`src/rtl/fetch_stage_pkg.sv`:
```
// Shared types for the fetch stage: the fetch-to-decode payload and the fetch FSM states.
package fetch_stage_pkg;

  localparam logic [31:0] NOP_INSTR_DEFAULT = 32'h0000_0013;

  typedef struct packed {
    logic [31:0] instruction_value;
    logic [31:0] pc_value;
    logic        pc_r;
  } fe_to_de_s;

  typedef enum logic [1:0] {
    REFILL = 2'd0,
    RUN    = 2'd1,
    HOLD   = 2'd2
  } fetch_state_e;

  function automatic fe_to_de_s make_fe(input logic [31:0] instr,
                                        input logic [31:0] pc,
                                        input logic        bubble);
    fe_to_de_s f;
    f.instruction_value = instr;
    f.pc_value          = pc;
    f.pc_r              = bubble;
    return f;
  endfunction

endpackage

```
`src/rtl/fetch_hold_buf.sv`:
```
// One-entry capture register for the instruction word returned while the pipeline is stalled.
module fetch_hold_buf (
  input  logic        clk,
  input  logic        reset,
  input  logic        load,
  input  logic        clear,
  input  logic [31:0] new_instr,
  input  logic [31:0] new_pc,
  output logic [31:0] instr,
  output logic [31:0] pc
);

  always_ff @(posedge clk or posedge reset) begin
    if (reset) begin
      instr <= 32'h0;
      pc    <= 32'h0;
    end else if (clear) begin
      instr <= 32'h0;
      pc    <= 32'h0;
    end else if (load) begin
      instr <= new_instr;
      pc    <= new_pc;
    end
  end

endmodule

```
`src/rtl/fetch_stage.sv`:
```
// Instruction-fetch stage: owns the fetch PC, drives a 1-cycle synchronous instruction memory,
// buffers the returned word across stalls and turns redirects into bubbles.
module fetch_stage
  import fetch_stage_pkg::*;
#(
  parameter logic [31:0] RESET_PC  = 32'h0000_0000,
  parameter logic [31:0] NOP_INSTR = NOP_INSTR_DEFAULT
) (
  input  logic        clk,
  input  logic        reset,
  input  logic        en,
  input  logic        pc_r,
  input  logic [31:0] pc_target,
  output logic        imem_req,
  output logic [31:0] imem_addr,
  input  logic [31:0] imem_rdata,
  output fe_to_de_s   fe_to_de
);

  fetch_state_e state, state_nxt;
  logic [31:0]  pc_f, resp_pc, hold_instr, hold_pc, target_aligned;
  logic         advance, hold_load;

  assign target_aligned = pc_target & 32'hFFFF_FFFC;
  assign imem_addr      = pc_f;
  assign advance        = !pc_r && ((state == REFILL) || en);
  assign hold_load      = (state == RUN) && !en && !pc_r;

  always_ff @(posedge clk or posedge reset) begin
    if (reset) state <= REFILL;
    else       state <= state_nxt;
  end

  always_comb begin
    state_nxt = state;
    if (pc_r) begin
      state_nxt = REFILL;
    end else begin
      case (state)
        REFILL:  state_nxt = RUN;
        RUN:     if (!en) state_nxt = HOLD;
        HOLD:    if (en) state_nxt = RUN;
        default: state_nxt = REFILL;
      endcase
    end
  end

  always_comb begin
    imem_req = 1'b0;
    if (!reset) begin
      case (state)
        REFILL, RUN: imem_req = 1'b1;
        HOLD:        imem_req = en;
        default:     imem_req = 1'b0;
      endcase
    end
  end

  // Redirect outranks everything: in-flight data and the held word are simply never forwarded.
  always_ff @(posedge clk or posedge reset) begin
    if (reset) begin
      pc_f     <= RESET_PC;
      resp_pc  <= RESET_PC;
      fe_to_de <= make_fe(NOP_INSTR, RESET_PC, 1'b1);
    end else if (pc_r) begin
      pc_f     <= target_aligned;
      fe_to_de <= make_fe(NOP_INSTR, resp_pc, 1'b1);
    end else begin
      if (advance) begin
        resp_pc <= pc_f;
        pc_f    <= pc_f + 32'd4;
      end
      case (state)
        REFILL:  if (en) fe_to_de <= make_fe(NOP_INSTR, resp_pc, 1'b1);
        RUN:     if (en) fe_to_de <= make_fe(imem_rdata, resp_pc, 1'b0);
        HOLD:    if (en) fe_to_de <= make_fe(hold_instr, hold_pc, 1'b0);
        default: fe_to_de <= make_fe(NOP_INSTR, resp_pc, 1'b1);
      endcase
    end
  end

  fetch_hold_buf u_hold (
    .clk       (clk),
    .reset     (reset),
    .load      (hold_load),
    .clear     (pc_r),
    .new_instr (imem_rdata),
    .new_pc    (resp_pc),
    .instr     (hold_instr),
    .pc        (hold_pc)
  );

endmodule

```
`config.mk`:
```
export PLATFORM = sky130hd
export DESIGN_NAME = fetch_stage
export DESIGN_NICKNAME = d
export VERILOG_FILES = /design/src/rtl/fetch_stage_pkg.sv /design/src/rtl/fetch_hold_buf.sv /design/src/rtl/fetch_stage.sv
export SDC_FILE = /design/constraint.sdc
export NUM_CORES = 1
export LEC_CHECK = 0
export ABC_AREA = 1
export CORE_ASPECT_RATIO = 0.7
export CORE_MARGIN = 2
export CORE_UTILIZATION = 48
export CTS_CLUSTER_SIZE = 8
export DETAILED_ROUTE_END_ITERATION = 16
export HOLD_SLACK_MARGIN = 0.08
export PLACE_DENSITY = 0.82
export SLEW_MARGIN = 30
export SYNTH_ARGS = -nofsm -noshare
export SYNTH_HDL_FRONTEND = slang
export SYNTH_HIERARCHICAL = 1
export SYNTH_SLANG_ARGS = --single-unit
```
`constraint.sdc`:
```
create_clock -name clk -period 3.95 [get_ports clk]
set_input_delay 0.395 -clock clk [delete_from_list [all_inputs] [get_ports clk]]
set_output_delay 0.395 -clock clk [all_outputs]
set_load 0.02 [all_outputs]
```
==> flow_summary.json, run 1 <==
{
  "clk_latency_ps": 430,
  "row_count": 42,
  "cts.sinks": 191,
  "critical_path_class": "flip-flop to output pin",
  "min_period_ps": 3196,
  "rsz0062_at_grt": "false",
  "final_common_cell": "nand2_1",
  "final-max-slew-violation-count": 0,
  "rrSetupSlack_ps": 1600,
  "first_pass_iters": 5,
  "synth-seq-area-share": 0.5248,
  "drc": 0,
  "skew_ps": 8.233,
  "finalInstanceArea_mm2": 0.01140,
  "required_ps": 3560,
  "synth_xor_area_frac": 0.0009606,
  "die_y_um": 119.3,
  "reg2reg_to": "resp_pc[5]",
  "period_share": 0.8091,
  "synthCells": 1091,
  "synth-simple-area-share": 0.2725,
  "p_per_area_mw_per_mm2": 603.9,
  "nets": 1292,
  "crit_buf_inv": 3,
  "cts_hold_buf": 0,
  "final_cell_mix": "nand2_1 (307), dfrtp_1 (187), clkdlybuf4s50_1 (161)",
  "clockRootBuffer": "clkbuf_16",
  "cp_cell_sequence": "inv_1 -> ha_2 -> buf_4 -> nand2_1 -> a311oi_1 -> clkdlybuf4s50_1",
  "instances_no_fill": 1473,
  "post_cts_buffers": 0,
  "fin_util": 0.6077,
  "io_buffer_count": 161,
  "hold_violations": 0,
  "synth_cell_types": 37,
  "routed-via-count": 8212,
  "num_antenna_cells": 0,
  "areaGrowthSynthToFinish_pct": 25.04,
  "ys_async_sr_fraction": 1.000,
  "ys_ff_latch": 191,
  "crit_cells": 6,
  "detail-route-antenna-nets": 0,
  "path_clk_slew_ps": 70,
  "cts_resized": 0,
  "synthesis.area_mm2": 0.009117,
  "setup_viol": 0,
  "die_x_um": 168.7,
  "slowest_stage": "clkdlybuf4s50_1",
  "placedInstanceArea_mm2": 0.01080,
  "fin_setup_tns_ps": 0,
  "routabilityCongestion": 0.9380,
  "setup_slack_ps": 754.2,
  "endpoint_kind": "output pin",
  "tightestPinTransition_ps": 750.6,
  "start_util": 0.4860,
  "startpoint_type": "flip-flop",
  "layout-drive-gt1-share": 0.06011,
  "core_mm2": 0.01876,
  "startpoint": "state[0]",
  "fill_cells": 1641,
  "power_leakage_nw": 5.254,
  "overflow": 0,
  "peakVddDrop_uv": 313.4,
  "fmax_mhz": 312.9,
  "grt_max_degree": 85,
  "drt_iter0_markers": 1030,
  "slew_headroom": 0.4996,
  "cap_violations": 0,
  "antenna_found_initial": 1,
  "routedWlPerCell_um": 17.00,
  "grt_pass1_wl_um": 40310,
  "io_pins": 166,
  "synth_edf_count": 0,
  "die-area_mm2": 0.02013,
  "path_delay_family": "buffers and inverters",
  "outcome": "finished, final reports clean",
  "cts_htree_levels": 4,
  "dp.cells": 1441,
  "cts_tree": "built",
  "wl_um": 25040,
  "grt_pass1_vias": 7697,
  "worstHoldPathType": "primary input to asynchronous set/reset pin",
  "via_per_inst": 5.575,
  "dp_hpwl_um": 16520,
  "ys_warn_count": 6,
  "dp_slack_ps": 1132,
  "r2r_cells": 9,
  "ys.flop_type": "dfrtp_1",
  "synth.area.mux_share": 0,
  "crit_end": "imem_req",
  "synth_compound_area_frac": 0.1217,
  "avgSynthCellArea_um2": 8.357,
  "critPathMaxStageDelay_ps": 670,
  "critical_path.max_fanout": 65,
  "track_usage": 0.2526,
  "timing.rr.start": "state[0]",
  "clockBufferDepth": 2,
  "cp.arrival_ps": 2800,
  "yosys.area_share.adder": 0.008234,
  "synth_top_family_by_area": "simple AND/OR/NAND/NOR gates",
  "cts_buffers": 17
}
[registers in the layout (all words and copies together), names as in the netlist]
register and cells:
u_hold/pc 32, fe_to_de 65, state 2, resp_pc 30, u_hold/instr 32, imem_addr 30
[worst register-to-register path, cell delays in order, from the launching register on]
cell and delay, ps:
dfrtp_1 430, inv_1 90, ha_1 240, nor2_2 290, inv_1 100, nand2_1 300, buf_4 410, buf_4 270
nand2_1 70, o21ai_0 70
[cell families (layout without fill, tap and decap cells)]
| group | count (synthesis) | in the layout |
|---|---|---|
| buffers and inverters | 131 | 268 |
| AO/OA/AOI/OAI | 170 | 170 |
| AND/OR/NAND/NOR | 591 | 591 |
| XOR/XNOR | 1 | 1 |
| other | 1 | 4 |
| adder cells (fa/ha/maj) | 6 | 6 |
| flip-flops | 191 | 191 |
[Yosys cell counts, types with 6 or more instances]
cell / instances / area [µm²]
nand4_1: 8 / 50.05
inv_1: 54 / 202.7
clkbuf_1: 24 / 90.09
o21ai_0: 64 / 320.3
nand2_2: 6 / 37.54
a22o_1: 39 / 341.6
buf_2: 28 / 140.1
a31oi_1: 44 / 275.3
nand2_1: 307 / 1152
nor2_1: 107 / 401.6
dfrtp_1: 187 / 4679
buf_4: 9 / 67.56
nand3_1: 149 / 745.7
ha_1: 6 / 75.07
buf_6: 12 / 135.1
[through the flow]
stage                     power [mW]  hold slack (ps)
after floorplan                4.092            441.7
after global placement         5.087            452.9
after detailed placement       5.141            458.4
after CTS                      6.909            475.2
after global routing           7.252            490.2
final                          6.885            470.0
[layer usage]
metal  GRT usage  wire length, µm  share of wire
met5           0               13        0.00052
met4     0.05711              259          0.010
met3     0.06082             2200          0.088
met1      0.3800            11460           0.46
met2      0.3706            11100           0.44
[area by class of cell]
type,instances,area [µm²],share of cell area
sequential,191,4785,0.4197
multi-input combinational,772,3714,0.3257
timing repair buffer,178,1777,0.1558
clock buffer,19,432.9,0.03797
tap,242,302.8,0.02656
inverter,58,225.2,0.01975
clock inverter,13,165.2,0.01449
[report_power, final]
part           internal (mW)  switching (mW)
Combinational          0.917            1.42
Sequential              2.40           0.375
Clock                   1.00           0.767
Total                   4.32            2.57
[worst min path at each step]
| stage | startpoint | endpoint | slack, ps | cells past startpoint |
|---|---|---|---|---|
| global route | u_hold/instr[25] | u_hold/instr[25] | 490 | 2 |
| global placement | u_hold/pc[1] | u_hold/pc[1] | 450 | 2 |
| detailed placement | u_hold/pc[0] | u_hold/pc[0] | 460 | 2 |
| CTS | reset | state[0] | 480 | 2 |
| finish | reset | imem_addr[22] | 470 | 2 |
| floorplan | u_hold/instr[0] | u_hold/instr[0] | 440 | 2 |
No activity file was read; power rests on OpenSTA's default activity.
==> run 2, diff against run 1 <==
- clock period: 3.95 -> 2.65 ns (I/O delays scaled with it)
==> flow_summary.json, run 2 (synthesis gave the netlist of run 1 again) <==
{
  "multi_input_area_mm2": 0.003714,
  "final_cell_mix": "nand2_1 (307), dfrtp_1 (187), clkdlybuf4s50_1 (160)",
  "drc": 0,
  "core_mm2": 0.01876,
  "top_register": "fe_to_de",
  "dp_hpwl_um": 17250,
  "die-area_mm2": 0.02013,
  "startpoint": "state[0]",
  "cts_tree": "built",
  "start_util": 0.4860,
  "via_per_inst": 5.552,
  "slowest_stage": "dfrtp_1",
  "cp.arrival_ps": 2560,
  "hold_violations": 0,
  "routabilityCongestion": 0.9271,
  "cts_hold_buf": 0,
  "crit_buf_inv": 3,
  "clockRootBuffer": "clkbuf_16",
  "fin_setup_tns_ps": 0,
  "die_y_um": 119.3,
  "skew_ps": 9.417,
  "tightestPinTransition_ps": 745.2,
  "routedWlPerCell_um": 17.12,
  "cts_htree_levels": 4,
  "period_share": 0.8383,
  "required_ps": 2990,
  "min_period_ps": 2221,
  "rsz0062_at_grt": "false",
  "path_delay_family": "buffers and inverters",
  "outcome": "finished, final reports clean",
  "antenna_found_initial": 1,
  "final_common_cell": "nand2_1",
  "layout-drive-gt1-share": 0.06688,
  "startpoint_type": "flip-flop",
  "nets": 1302,
  "wl_um": 25390,
  "routed-via-count": 8234,
  "track_usage": 0.2598,
  "clockBufferDepth": 2,
  "slew_headroom": 0.5032,
  "critPathMaxStageDelay_ps": 420,
  "fin_util": 0.6128,
  "largest_reg_flops": 65,
  "rrSetupSlack_ps": 430,
  "fmax_mhz": 450.2,
  "grt_pass1_vias": 7786,
  "worstHoldPathType": "primary input to asynchronous set/reset pin",
  "cp_cell_sequence": "inv_1 -> ha_1 -> nor2_1 -> a21oi_4 -> inv_2 -> buf_4 -> nor2_1 -> a31oi_1",
  "setup_viol": 0,
  "final-max-slew-violation-count": 0,
  "die_x_um": 168.7,
  "fill_cells": 1604,
  "io_pins": 166,
  "io_buffer_count": 161,
  "p_per_area_mw_per_mm2": 894.5,
  "cts.sinks": 191,
  "cap_violations": 0,
  "grt_max_degree": 65,
  "cpMostUsedCell": "nor2_1",
  "detail-route-antenna-nets": 0,
  "largestRegisters": "fe_to_de: 65 flops, u_hold/instr: 32 flops, u_hold/pc: 32 flops",
  "path_clk_slew_ps": 70,
  "timing.rr.start": "state[0]",
  "power_leakage_nw": 5.313,
  "clk_latency_ps": 430,
  "critical_path_class": "flip-flop to flip-flop",
  "overflow": 0,
  "first_pass_iters": 6,
  "peakVddDrop_uv": 393.6,
  "grt_pass1_wl_um": 41310,
  "endpoint_kind": "flip-flop",
  "r2r_cells": 8,
  "areaGrowthSynthToFinish_pct": 26.10,
  "reg2reg_to": "fe_to_de[19]",
  "row_count": 42,
  "critical_path.max_fanout": 33,
  "num_antenna_cells": 0,
  "regArea_mm2": 0.004785,
  "cts_buffers": 17,
  "drt_iter0_markers": 970
}
run 2: cell types whose count changed in the layout (fill, tap and decap cells not counted):
cell             before  now
clkinv_4              3    1
clkbuf_8              0    2
clkinvlp_4            1    3
inv_4                 3    0
bufinv_16             3    2
dlymetal6s2s_1        0    1
buf_16                0    1
buf_4                14   22
inv_6                 3    4
clkbuf_1              2    3
inv_2                 2    4
clkinv_2              3    1
buf_12                3    4
clkdlybuf4s50_1     161  160
run 2: worst max path at each step:
stage                             endpoint  slack (ps)  cells after the start
after floorplan            u_hold/instr[0]         790                      1
after global placement    u_hold/instr[26]         100                      8
after detailed placement  u_hold/instr[18]          60                      8
after CTS                         imem_req         0.6                      5
after global routing           fe_to_de[5]         280                      8
final                         fe_to_de[19]         430                      8
run 2: power breakdown:
part / switching [mW] / leakage (nW) / internal, mW
Sequential: 0.592 / 2.47 / 3.58
Combinational: 2.13 / 2.56 / 1.40
Clock: 1.13 / 0.282 / 1.46
run 2: repair_timing:
item,in CTS,in global routing
endpoints found under the setup margin,0,1
buffers inserted,0,0
gates resized for setup,0,1
run 2: through the flow:
step | instances | hold WS (ps) | worst slack, ps | power [mW] | instance area [µm²]
3_3_place_gp | 1450 | 454.1 | 103.9 | 7.630 | 10870
4_1_cts | 1482 | 300.5 | 0.6042 | 10.30 | 11470
5_1_grt | 1483 | 313.9 | 277.0 | 10.83 | 11500
3_5_place_dp | 1450 | 458.4 | 58.22 | 7.717 | 10880
6_report | 1483 | 305.7 | 428.6 | 10.28 | 11500
2_1_floorplan | 1094 | 389.4 | 786.9 | 6.101 | 9133
run 2: final cells by class:
cell class	instances	share of cell area
inverter	58	0.01926
multi-input combinational	772	0.3230
clock buffer	22	0.04037
sequential	191	0.4161
clock inverter	10	0.01077
timing repair buffer	188	0.1641
tap	242	0.02634
run 2: layer usage:
layer  vias up  share of wire  GRT usage
li1       3910              -          -
met1      3861           0.46     0.3924
met2       425           0.43     0.3724
met3        36          0.091    0.06447
met4         2          0.014    0.07004
met5         -        0.00051          0
